--- config.mk ---
export PLATFORM = sky130hd
export DESIGN_NAME = thee_clk_div_gen_flat
export DESIGN_NICKNAME = d
export VERILOG_FILES = /design/src/rtl/thee_clk_pkg.sv /design/src/rtl/thee_clk_div_gen_if.sv /design/src/rtl/thee_clk_cfg_shadow.sv /design/src/rtl/thee_clk_div_gen.sv /design/src/flat_wrapper.sv
export SDC_FILE = /design/constraint.sdc
export NUM_CORES = 1
export LEC_CHECK = 0
export CAP_MARGIN = 15
export CORE_MARGIN = 1.5
export CORE_UTILIZATION = 60
export CTS_BUF_LIST = sky130_fd_sc_hd__clkbuf_4
export DETAILED_ROUTE_END_ITERATION = 10
export PLACE_DENSITY = 0.81
export SLEW_MARGIN = 25
export SYNTH_ARGS = -nofsm -noshare
export SYNTH_HDL_FRONTEND = slang
export SYNTH_SLANG_ARGS = --single-unit
export TNS_END_PERCENT = 10
--- constraint.sdc ---
create_clock -name clk -period 4.03 [get_ports clk]
set_clock_uncertainty 0.05 [all_clocks]
set_input_delay 0.403 -clock clk [delete_from_list [all_inputs] [get_ports clk]]
set_output_delay 0.403 -clock clk [all_outputs]
set_load 0.02 [all_outputs]
--- src/rtl/thee_clk_pkg.sv ---
// rtl/thee_clk_pkg.sv - shared state type, default width and clamp helper for the clock divider
package thee_clk_pkg;

  typedef enum logic [1:0] {CDG_IDLE, CDG_HIGH, CDG_LOW} cdg_state_e;

  localparam int unsigned CDG_CNT_W_DEF = 16;

  // A phase length of zero cannot be counted; treat it as the shortest legal phase.
  function automatic int unsigned clamp1(input int unsigned v);
    return (v == 32'd0) ? 32'd1 : v;
  endfunction

endpackage

--- src/rtl/thee_clk_div_gen_if.sv ---
// rtl/thee_clk_div_gen_if.sv - config valid/ready channel for the clock divider
interface thee_clk_div_gen_if import thee_clk_pkg::*; #(
  parameter int unsigned CNT_W = CDG_CNT_W_DEF
);
  logic             cfg_valid;
  logic             cfg_ready;
  logic [CNT_W-1:0] cfg_high;
  logic [CNT_W-1:0] cfg_low;

  modport master (output cfg_valid, output cfg_high, output cfg_low, input cfg_ready);
  modport slave  (input cfg_valid, input cfg_high, input cfg_low, output cfg_ready);
endinterface

--- src/rtl/thee_clk_cfg_shadow.sv ---
// rtl/thee_clk_cfg_shadow.sv - one-deep holding register for configs accepted while the divider runs
module thee_clk_cfg_shadow import thee_clk_pkg::*; #(
  parameter int unsigned CNT_W = CDG_CNT_W_DEF
) (
  input  logic             clk,
  input  logic             rst_n,
  input  logic             cfg_valid,
  input  logic [CNT_W-1:0] cfg_high,
  input  logic [CNT_W-1:0] cfg_low,
  input  logic             hold,
  input  logic             consume,
  output logic             cfg_ready,
  output logic             pending,
  output logic [CNT_W-1:0] shadow_high,
  output logic [CNT_W-1:0] shadow_low
);
  logic accept;

  assign cfg_ready = !pending;
  assign accept    = cfg_valid & cfg_ready;

  // consume only fires with pending set, and accept only with pending clear, so they never collide.
  always_ff @(posedge clk) begin
    if (!rst_n) begin
      pending     <= 1'b0;
      shadow_high <= CNT_W'(1);
      shadow_low  <= CNT_W'(1);
    end else begin
      if (consume) begin
        pending <= 1'b0;
      end
      if (accept && hold) begin
        pending     <= 1'b1;
        shadow_high <= CNT_W'(clamp1(32'(cfg_high)));
        shadow_low  <= CNT_W'(clamp1(32'(cfg_low)));
      end
    end
  end

endmodule

--- src/rtl/thee_clk_div_gen.sv ---
// rtl/thee_clk_div_gen.sv - programmable high/low clock generator, new settings applied at period boundaries
// THEE_CLK_DIV_SYNC_STOP_EN: when defined, dropping en finishes the current period instead of stopping at once.
module thee_clk_div_gen import thee_clk_pkg::*; #(
  parameter int unsigned CNT_W    = CDG_CNT_W_DEF,
  parameter int unsigned DEF_HIGH = 1,
  parameter int unsigned DEF_LOW  = 1
) (
  input  logic                 clk,
  input  logic                 rst_n,
  input  logic                 en,
  thee_clk_div_gen_if.slave    cfg,
  output logic                 clk_out,
  output logic                 period_done,
  output logic                 busy
);

`ifdef THEE_CLK_DIV_SYNC_STOP_EN
  localparam bit SYNC_STOP = 1'b1;
`else
  localparam bit SYNC_STOP = 1'b0;
`endif

  cdg_state_e       state;
  logic [CNT_W-1:0] cnt;
  logic [CNT_W-1:0] act_high;
  logic [CNT_W-1:0] act_low;
  logic [CNT_W-1:0] shadow_high;
  logic [CNT_W-1:0] shadow_low;
  logic [CNT_W-1:0] in_high;
  logic [CNT_W-1:0] in_low;
  logic [CNT_W-1:0] start_high;
  logic [CNT_W-1:0] next_high;
  logic [CNT_W-1:0] next_low;
  logic             pending;
  logic             accept;
  logic             idle_load;
  logic             boundary;
  logic             consume;

  assign busy       = (state != CDG_IDLE);
  assign accept     = cfg.cfg_valid & cfg.cfg_ready;
  assign idle_load  = accept & !busy;
  assign in_high    = CNT_W'(clamp1(32'(cfg.cfg_high)));
  assign in_low     = CNT_W'(clamp1(32'(cfg.cfg_low)));
  // A config accepted in the same cycle as the start must also size the first high phase.
  assign start_high = idle_load ? in_high : act_high;
  assign boundary   = (state == CDG_LOW) && (cnt == '0) && en;
  assign consume    = boundary & pending;
  assign next_high  = pending ? shadow_high : act_high;
  assign next_low   = pending ? shadow_low  : act_low;

  thee_clk_cfg_shadow #(.CNT_W(CNT_W)) u_shadow (
    .clk         (clk),
    .rst_n       (rst_n),
    .cfg_valid   (cfg.cfg_valid),
    .cfg_high    (cfg.cfg_high),
    .cfg_low     (cfg.cfg_low),
    .hold        (busy),
    .consume     (consume),
    .cfg_ready   (cfg.cfg_ready),
    .pending     (pending),
    .shadow_high (shadow_high),
    .shadow_low  (shadow_low)
  );

  always_ff @(posedge clk) begin
    if (!rst_n) begin
      state       <= CDG_IDLE;
      clk_out     <= 1'b0;
      period_done <= 1'b0;
      cnt         <= '0;
      act_high    <= CNT_W'(clamp1(DEF_HIGH));
      act_low     <= CNT_W'(clamp1(DEF_LOW));
    end else begin
      period_done <= 1'b0;
      if (idle_load) begin
        act_high <= in_high;
        act_low  <= in_low;
      end
      unique case (state)
        CDG_IDLE: begin
          if (en) begin
            state   <= CDG_HIGH;
            clk_out <= 1'b1;
            cnt     <= start_high - CNT_W'(1);
          end
        end
        CDG_HIGH: begin
          if (!SYNC_STOP && !en) begin
            state   <= CDG_IDLE;
            clk_out <= 1'b0;
            cnt     <= '0;
          end else if (cnt != '0) begin
            cnt <= cnt - CNT_W'(1);
          end else begin
            state   <= CDG_LOW;
            clk_out <= 1'b0;
            cnt     <= act_low - CNT_W'(1);
          end
        end
        CDG_LOW: begin
          if (!SYNC_STOP && !en) begin
            state   <= CDG_IDLE;
            clk_out <= 1'b0;
            cnt     <= '0;
          end else if (cnt != '0) begin
            cnt <= cnt - CNT_W'(1);
          end else if (boundary) begin
            act_high    <= next_high;
            act_low     <= next_low;
            state       <= CDG_HIGH;
            clk_out     <= 1'b1;
            cnt         <= next_high - CNT_W'(1);
            period_done <= 1'b1;
          end else begin
            state   <= CDG_IDLE;
            clk_out <= 1'b0;
            cnt     <= '0;
          end
        end
        default: begin
          state   <= CDG_IDLE;
          clk_out <= 1'b0;
          cnt     <= '0;
        end
      endcase
    end
  end

endmodule

--- src/flat_wrapper.sv ---
// flat-port wrapper written by rule: the top's interface ports become plain ports
module thee_clk_div_gen_flat import thee_clk_pkg::*;
#(
  parameter int unsigned CNT_W    = CDG_CNT_W_DEF,
  parameter int unsigned DEF_HIGH = 1,
  parameter int unsigned DEF_LOW  = 1
)
  (clk, rst_n, en, clk_out, period_done, busy, cfg_cfg_valid, cfg_cfg_high, cfg_cfg_low, cfg_cfg_ready);
  thee_clk_div_gen_if #(.CNT_W(CNT_W)) cfg_i ();
  input  logic clk;
  input  logic rst_n;
  input  logic en;
  output logic clk_out;
  output logic period_done;
  output logic busy;
  input wire logic [$bits(cfg_i.cfg_valid)-1:0] cfg_cfg_valid;
  input wire logic [$bits(cfg_i.cfg_high)-1:0] cfg_cfg_high;
  input wire logic [$bits(cfg_i.cfg_low)-1:0] cfg_cfg_low;
  output wire logic [$bits(cfg_i.cfg_ready)-1:0] cfg_cfg_ready;
  assign cfg_i.cfg_valid = cfg_cfg_valid;
  assign cfg_i.cfg_high = cfg_cfg_high;
  assign cfg_i.cfg_low = cfg_cfg_low;
  assign cfg_cfg_ready = cfg_i.cfg_ready;
  thee_clk_div_gen #(.CNT_W(CNT_W), .DEF_HIGH(DEF_HIGH), .DEF_LOW(DEF_LOW)) u_core (.clk(clk), .rst_n(rst_n), .en(en), .cfg(cfg_i), .clk_out(clk_out), .period_done(period_done), .busy(busy));
endmodule
==> metrics.md <==
| Metric | Value |
|---|---|
| Outcome | `complete, no violations` |
| Hold Path Class | `reg2reg` |
| CTS tree | `yes` |
| FP Rows | `34` |
| Post-route ant nets | `0` |
| Hold Violations, Final | `0` |
| Overflow after GRT | `0` |
| Avg Cell Area, Syn | `7.783 µm²` |
| First-pass GRT wire length | `28.33 mm` |
| Worst Tran Pin Value | `860.7 ps` |
| Most frequent cells in the layout | `nand2_1, dfxtp_1, nor2_1` |
| Placed cell areas | `5899 µm²` |
| Post_cts resized | `0` |
| Initial antenna violation count | `0` |
| CTS buffer count | `9` |
| Core footprint | `8763 µm²` |
| Post-Route WL | `17.92 mm` |
| Port Buf Inserts | `39` |
| Layout Utilization | `0.6929` |
| Diode count | `0` |
| Nets | `765` |
| DRC | `0` |
| Fin. max-slew vios | `0` |
| Leading register cell type out of synthesis | `dfxtp_1` |
| Number of global-route vias before repair | `~5200` |
| Unrepaired setup endpoints after global routing | `no` |
| Post-DP HPWL | `around 13 mm` |
| Dpl ws | `roughly 570 ps` |
| R2R setup slack | `810 ps` |
| Clk_lat worst skew | `470 ps` |
| P&R area growth vs syn | `11.77%` |
| Fin Setup TNS | `0 ps` |
| Netlist cell types | `between 70 and 80` |
| Minimum clock period | `3217 ps` |
| Finished Cell Area | `around 6000 µm²` |
| Worst Setup Slack, final | `813.4 ps` |
| Iter 0 DRT Violations | `661` |
| Hold-fix buffers, CTS | `0` |
| Max cap viols | `0` |
| Crit path capture type | `flop` |
| Sequential area share after synthesis | `0.3132` |
| Vias | `5727` |
| CP arrival | `3520 ps` |
| I/O pin count | `40` |
| Via-per-instance ratio | `a little under 7` |
| Mapped Area | `5433 µm²` |
| CP Class | `reg2reg` |
| # setup viols final | `0` |
| Clock root buffer master | `clkbuf_4` |
| Synth async-reset ratio | `0` |
| Clock transition at path regs | `180 ps` |
| Worst relative slew slack | `0.4231` |
| Wirelength per Cell | `between 20 and 25 µm` |
| Peak supply drop | `0.2505 mV` |
| Clk buf depth | `2` |
| Static Leak | `around 2.2 nW` |
| Largest net degree at the start of global routing | `39` |
| Post-synth EDFFs | `0` |
| Global-route usage over all layers | `0.3716` |
| Clock sink count | `85` |
| Synthesized Nets | `739` |
| Synth Instances | `698` |
| Starting Density | `0.6199` |
| Fin Hold WS | `417.5 ps` |
| Synthesis Warnings | `0` |
| Die X | `98.16 µm` |
| GPL Wtd Cong | `between 0.9 and 1` |
| FMAX | `0.3109 GHz` |
| Power Dens Cells | `400.5 nW/µm²` |
| Number of setup buffers added after CTS | `0` |
| # H-tree levels | `3` |
| Yosys reg bits | `85` |
| Total die area | `9634 µm²` |
| Final period utilization | `0.7982` |
| CP startpoint kind | `flop` |
| Router iterations before antenna repair | `6` |
| Critical Path Fanout Max | `24` |
| CP required | `between 4000 and 5000 ps` |
| Commonest non-fill, non-tap cell in the layout | `nand2_1` |
| Chip Height | `98.16 µm` |
| Share of cells above drive strength 1 | `0.08093` |
==> power by group <==
| part | leakage (nW) | internal, W | switching (W) |
|---|---|---|---|
| logic | 1.37 | 0.000323 | 0.000503 |
| registers | 0.697 | 0.000910 | 0.0000904 |
| clock network | 0.0943 | 0.000263 | 0.000343 |
==> metrics by stage <==
step / cells / power, W
floorplan: 698 / 0.001570
global placement: 821 / 0.001803
detailed placement: 821 / 0.001812
CTS: 837 / 0.002406
global route: 837 / 0.002533
finish: 837 / 0.002432
==> metal layers <==
metal  part of all wire  vias up  global-route usage  routed length [µm]
met1               0.41     2646              0.5092                7296
li1                   -     2624                   -                   -
met2               0.45      380              0.5878                8045
met3              0.097       77             0.05727                1741
met5                  0        -                   0                   0
met4              0.047        0              0.1517                 836
==> flip-flops by register name (all words and copies together), names as in the netlist, 2 cells and up <==
name	flops
u_core.act_high	16
u_core.act_low	16
u_core.cnt	16
u_core.state	2
u_core.u_shadow.shadow_high	16
u_core.u_shadow.shadow_low	16
==> synth_stat cells, types with 11 or more instances <==
cell,instances,share of area
a21oi_1,51,0.047
buf_2,12,0.011
clkbuf_1,22,0.015
dfxtp_1,85,0.31
inv_1,11,0.0076
mux2i_1,27,0.050
nand2_1,113,0.078
nor2_1,72,0.050
nor3_1,26,0.024
nor4_1,20,0.023
o21ai_0,13,0.012
o221ai_1,26,0.042
xnor2_1,29,0.047
xor2_1,14,0.023
==> critical path, stage by stage (launching register included) <==
cell      delay [ps]
dfxtp_1          660
or4b_4           350
buf_4            350
o21ai_1          190
inv_1            100
ha_1             330
nand3b_1         180
o311a_1          330
a211oi_2         150
o221ai_1         140
o221a_1          250
==> path summary, 6_finish.rpt <==
| kind | start | end | depth (start not counted) |
|---|---|---|---|
| max | u_core.state[1]$_SDFFE_PN0P_ | u_core.cnt[8]$_SDFFE_PN0P_ | 10 |
| min reg2reg | u_core.cnt[1]$_SDFFE_PN0P_ | u_core.cnt[1]$_SDFFE_PN0P_ | 2 |
| max reg2reg | u_core.state[1]$_SDFFE_PN0P_ | u_core.cnt[8]$_SDFFE_PN0P_ | 10 |
| min | u_core.cnt[1]$_SDFFE_PN0P_ | u_core.cnt[1]$_SDFFE_PN0P_ | 2 |
==> area by class of cell <==
cell class	count	area, µm²
flip-flops and latches	85	1702
repair buffers	58	533.0
multi-input cells	557	3481
inverters	13	48.80
clock inverters	7	105.1
fillers	713	2691
well taps	108	135.1
clock buffers	9	67.56
==> kinds of logic after synthesis <==
group           after synthesis  synth area share
flops                        85            0.3132
xor+xnor                     43           0.06932
simple gates                308            0.2796
fa+ha+maj                     5           0.01152
compound gates              168            0.2151
mux                          33           0.06356
buf+inv                      56           0.04767
Power figures use the tool's default switching activity.
==> RTL change 1, RTL diff (same settings) <==
The package constant `CDG_CNT_W_DEF` goes from 16 to 24.
--- a/src/rtl/thee_clk_pkg.sv
+++ b/src/rtl/thee_clk_pkg.sv
@@ -3,7 +3,7 @@
 
   typedef enum logic [1:0] {CDG_IDLE, CDG_HIGH, CDG_LOW} cdg_state_e;
 
-  localparam int unsigned CDG_CNT_W_DEF = 16;
+  localparam int unsigned CDG_CNT_W_DEF = 24;
 
   // A phase length of zero cannot be counted; treat it as the shortest legal phase.
   function automatic int unsigned clamp1(input int unsigned v);
Interface: changed (resized cfg_cfg_high and cfg_cfg_low); port bits go from 40 to 56. The function was not compared with the original's and may differ.
==> RTL change 1 against the unedited design <==
  * First-iteration DRC count rose by 81%
  * Sequential share of layout area fell by 0.89 points
  * Sequential cell count rose by 40
  * Sequential power rose by 45%
  * Power rose by 44%
  * Wire length rose by 45%
  * Setup slack got worse by 160 ps
  * Area after synthesis rose by 51%
  * Global-route usage fell by 0.28 points
  * Cell area rose by 52%
  * Critical path depth rose by 1
  * Largest cell class unchanged
==> RTL change 1: results (changes against the unedited design) <==
.. list-table::
   :header-rows: 1

   * - Metric
     - Value
   * - Final net count
     - 1159 (was 765)
   * - Post-DP HPWL
     - 18.7 mm (was 13.2 mm)
   * - Clock-pin slew of the registers on the worst-case setup and hold paths
     - 130 ps (was 180 ps)
   * - Worst EP arrival
     - 3820 ps (was 3520 ps)
   * - Cell types occupying the most area after synthesis
     - sky130_fd_sc_hd__dfxtp_1 31%, sky130_fd_sc_hd__nand2_1 8.2%, sky130_fd_sc_hd__mux2i_1 5.5%, sky130_fd_sc_hd__nor2_1 5.4%, sky130_fd_sc_hd__a21boi_0 4.6% (was sky130_fd_sc_hd__dfxtp_1 31%, sky130_fd_sc_hd__nand2_1 7.8%, sky130_fd_sc_hd__mux2i_1 5.0%, sky130_fd_sc_hd__nor2_1 5.0%, sky130_fd_sc_hd__a21oi_1 4.7%)
   * - Global-route wire length before repair
     - 41.6 mm (was 28.3 mm)
   * - Via count
     - 8532 (was 5727)
   * - WL final
     - 26.0 mm (was 17.9 mm)
   * - Clock buffer count from CTS
     - 17 (was 9)
   * - Delay contributed by the slowest stage of the critical path
     - 460 ps (was 660 ps)
   * - Run status
     - complete, no violations (unchanged)
   * - Crit-path slowest cell
     - sky130_fd_sc_hd__or4_4 (was sky130_fd_sc_hd__dfxtp_1)
   * - Number of global-route vias before repair
     - 7697 (was 5237)
   * - Fraction of final layout cells with drive strength greater than 1
     - 7.89% (was 8.09%)
   * - CP max FO
     - 10 (was 24)
   * - Peak VDD IR
     - 0.316 mV (was 0.251 mV)
   * - Seq/Total Area, Yosys
     - 30.5% (was 31.3%)
   * - Placed instance count
     - 1260 (was 821)
   * - Headroom to the max-slew limit
     - 38.9% (was 42.3%)
   * - Number of nets produced by synthesis
     - 1129 (was 739)
   * - Insertion delay of the later-clocked pin in the worst-skew pair
     - 580 ps (was 470 ps)
   * - Most frequent cells after synthesis
     - 180 x sky130_fd_sc_hd__nand2_1, 125 x sky130_fd_sc_hd__dfxtp_1, 117 x sky130_fd_sc_hd__nor2_1, 50 x sky130_fd_sc_hd__a21boi_0, 48 x sky130_fd_sc_hd__clkbuf_1 (was 113 x sky130_fd_sc_hd__nand2_1, 85 x sky130_fd_sc_hd__dfxtp_1, 72 x sky130_fd_sc_hd__nor2_1, 51 x sky130_fd_sc_hd__a21oi_1, 29 x sky130_fd_sc_hd__xnor2_1)
   * - Maximum number of pins on one net before global-route repair
     - 76 (was 39)
   * - Worst hold path type
     - in2reg (was reg2reg)
   * - Total of buffers placed on input and output ports
     - 55 (was 39)
   * - H-tree depth
     - 4 (was 3)
-- RTL change 1: cell types whose count changed in the layout (fill, tap and decap cells not counted), moves of 18 or more --
cell | before | now
sky130_fd_sc_hd__a21boi_0 | 0 | 50
sky130_fd_sc_hd__mux2i_1 | 27 | 45
sky130_fd_sc_hd__nor2_1 | 72 | 117
sky130_fd_sc_hd__o21ai_0 | 13 | 41
sky130_fd_sc_hd__dfxtp_1 | 85 | 124
sky130_fd_sc_hd__nand2_1 | 113 | 180
-- RTL change 1: final timing paths --
path | endpoint | start | slack, ps | depth (start not counted)
setup / recovery | u_core.cnt[14]$_SDFFE_PN0P_ | u_core.u_shadow.pending$_SDFFE_PN0P_ | 650 | 11
hold / removal | u_core.act_low[14]$_SDFFE_PN0P_ | rst_n | 320 | 3
setup reg to reg | u_core.cnt[14]$_SDFFE_PN0P_ | u_core.u_shadow.pending$_SDFFE_PN0P_ | 650 | 11
hold reg to reg | u_core.u_shadow.shadow_low[9]$_SDFFE_PN0P_ | u_core.u_shadow.shadow_low[9]$_SDFFE_PN0P_ | 420 | 2
-- RTL change 1: metal layers --
layer / GRT usage [%] / part of all wire (%) / vias to the layer above
met5: 0 / 0 / -
met4: 12.9 / 3.3 / 0
li1: - / - / 3971
met2: 54.2 / 43 / 513
met1: 52.4 / 43 / 3971
met3: 9.17 / 11 / 77
-- RTL change 1: logic make-up after synthesis --
kind of cell / synth area share [%]
adders and majority gates: 0.610
and+or+nand+nor: 29.9
DFF: 30.5
xor gates and xnor gates: 6.94
buffers and inverters: 4.43
muxes: 6.18
AOI/OAI and AO/OA: 21.4
-- RTL change 1: where the power goes --
part / total (mW) / internal, mW / switching, mW
Sequential: 1.45 / 1.33 / 0.129
Combinational: 1.03 / 0.404 / 0.626
Clock: 1.01 / 0.452 / 0.555
-- RTL change 1: final cells by class --
type	instances	area, um^2
multi-input combinational	861	5350
clock inverter	15	200
clock buffer	17	128
timing repair buffer	82	761
fill	1118	4070
inverter	16	60.1
tap	176	220
sequential	125	2500
-- RTL change 1: worst register-to-register path: stages, from the launching register on --
cell	delay (ps)
sky130_fd_sc_hd__dfxtp_2	410
sky130_fd_sc_hd__buf_4	210
sky130_fd_sc_hd__nor4b_4	440
sky130_fd_sc_hd__mux2i_1	290
sky130_fd_sc_hd__ha_1	340
sky130_fd_sc_hd__nand2b_1	100
sky130_fd_sc_hd__or4_4	460
sky130_fd_sc_hd__o32ai_4	360
sky130_fd_sc_hd__nand2_1	110
sky130_fd_sc_hd__xor2_1	170
sky130_fd_sc_hd__a21oi_1	80
sky130_fd_sc_hd__a311oi_1	290
-- RTL change 1: per-stage QoR --
stage | power (mW) | setup slack (ps)
detailed placement | 2.46 | 328
floorplan | 2.15 | 287
global route | 3.65 | 435
finish | 3.49 | 653
CTS | 3.46 | 684
global placement | 2.45 | 430
==> RTL change 2, RTL diff (same settings) <==
Without the edit above. The 3 states of `cdg_state_e` get a one-hot encoding in 3 bits.
--- a/src/rtl/thee_clk_pkg.sv
+++ b/src/rtl/thee_clk_pkg.sv
@@ -1,7 +1,7 @@
 // rtl/thee_clk_pkg.sv - shared state type, default width and clamp helper for the clock divider
 package thee_clk_pkg;
 
-  typedef enum logic [1:0] {CDG_IDLE, CDG_HIGH, CDG_LOW} cdg_state_e;
+  typedef enum logic [2:0] {CDG_IDLE = 3'b001, CDG_HIGH = 3'b010, CDG_LOW = 3'b100} cdg_state_e;
 
   localparam int unsigned CDG_CNT_W_DEF = 16;
 
Check against the original RTL: no difference found for any inputs over 4 cycles, from zero or initial values and one cycle with rst_n low; so few cycles prove little.
==> RTL change 2 against the unedited design <==
  * Wire length is 9.8% lower
  * Cell area shrank 2.6%
  * Sequential cell count increased by 1
  * Critical endpoint is now u_core.cnt[14]$_SDFFE_PN0P_
  * Non-clock buffer count shrank 3
  * Area after synthesis decreased by 2.9%
  * Register-to-register slack worse by 60 ps
  * Setup slack worse by 120 ps
  * Power is 9.1% lower
  * Highest routed layer unchanged
  * Core utilization shrank 0.77 points
==> RTL change 2: results (changes against the unedited design) <==
.. list-table::
   :header-rows: 1

   * - Metric
     - Value
   * - Layout clock area frac
     - 2.50% (was 2.84%)
   * - Per-cell via count in the routed design
     - 6.54 (was 6.84)
   * - Headroom to the max-slew limit
     - 37.0% (was 42.3%)
   * - Worst EP arrival
     - 3670 ps (was 3520 ps)
   * - Multi-input comb cells
     - 568 (was 557)
   * - Gpl congestion
     - 1.02 (was 0.990)
   * - CP max FO
     - 4 (was 24)
   * - Average cell area after synthesis
     - 7.46 um^2 (was 7.78 um^2)
   * - Leakage dissipation
     - 2.23 nW (was 2.16 nW)
   * - Final cell count without fillers
     - 845 (was 837)
   * - Worst setup path startpoint
     - cfg_cfg_high[8] (was u_core.state[1]$_SDFFE_PN0P_)
   * - Crit-path slowest cell
     - sky130_fd_sc_hd__nor4_1 (was sky130_fd_sc_hd__dfxtp_1)
   * - Fraction of final layout cells with drive strength greater than 1
     - 5.97% (was 8.09%)
   * - Run status
     - complete, no violations (unchanged)
   * - Non-clock buffering overhead
     - 8.63% (was 8.78%)
   * - Placed instance count
     - 829 (was 821)
   * - End point of the critical path
     - u_core.cnt[14]$_SDFFE_PN0P_ (was u_core.cnt[8]$_SDFFE_PN0P_)
   * - Cell family with the largest share of critical-path delay
     - simple AND/OR/NAND/NOR gates (was compound AO/OA/AOI/OAI gates)
   * - Adder-Cell Fraction of Synth Area
     - 1.19% (was 1.15%)
   * - Post-synth cell types
     - 66 (was 75)
   * - Seq/Total Area, Yosys
     - 32.6% (was 31.3%)
   * - Delay contributed by the slowest stage of the critical path
     - 640 ps (was 660 ps)
   * - End of the worst hold path
     - u_core.u_shadow.shadow_low[10]$_SDFFE_PN0P_ (was u_core.cnt[1]$_SDFFE_PN0P_)
   * - Register-to-register setup slack
     - 750 ps (was 810 ps)
   * - Number of global-route vias before repair
     - 5045 (was 5237)
   * - Maximum number of pins on one net before global-route repair
     - 38 (was 39)
   * - Post-DP HPWL
     - 11.6 mm (was 13.2 mm)
   * - Initial DRC Count
     - 442 (was 661)
## RTL change 2: cell count changes after synthesis, sizes merged, moves of 5 or more
cell    unedited run  this run
and2               6         1
nor4              23        18
nand3              9        17
clkbuf            22        32
nor2              73        79
buf               21         9
o21ai             21        35
nand2            113       121
o221ai            26         3
nor3              30        37
## RTL change 2: through the flow
step	util, %	area, um^2	hold WS [ps]	setup WS [ps]
floorplan	-	5280	386	1130
global placement	66.8	5770	393	470
detailed placement	66.8	5770	399	354
CTS	68.5	5920	419	828
global route	68.5	5920	434	466
finish	68.5	5920	417	697
## RTL change 2: where the power goes
part,switching [mW],internal (mW)
Combinational,0.424,0.266
Sequential,0.0692,0.909
Clock,0.344,0.198
Total,0.837,1.37
## RTL change 2: per-layer routing
layer | GRT usage, % | up-vias | part of all wire (%)
met5 | 0 | - | 0
met4 | 11.7 | 0 | 2.6
met3 | 5.06 | 47 | 10
met2 | 53.7 | 332 | 45
met1 | 48.6 | 2553 | 42
li1 | - | 2594 | -
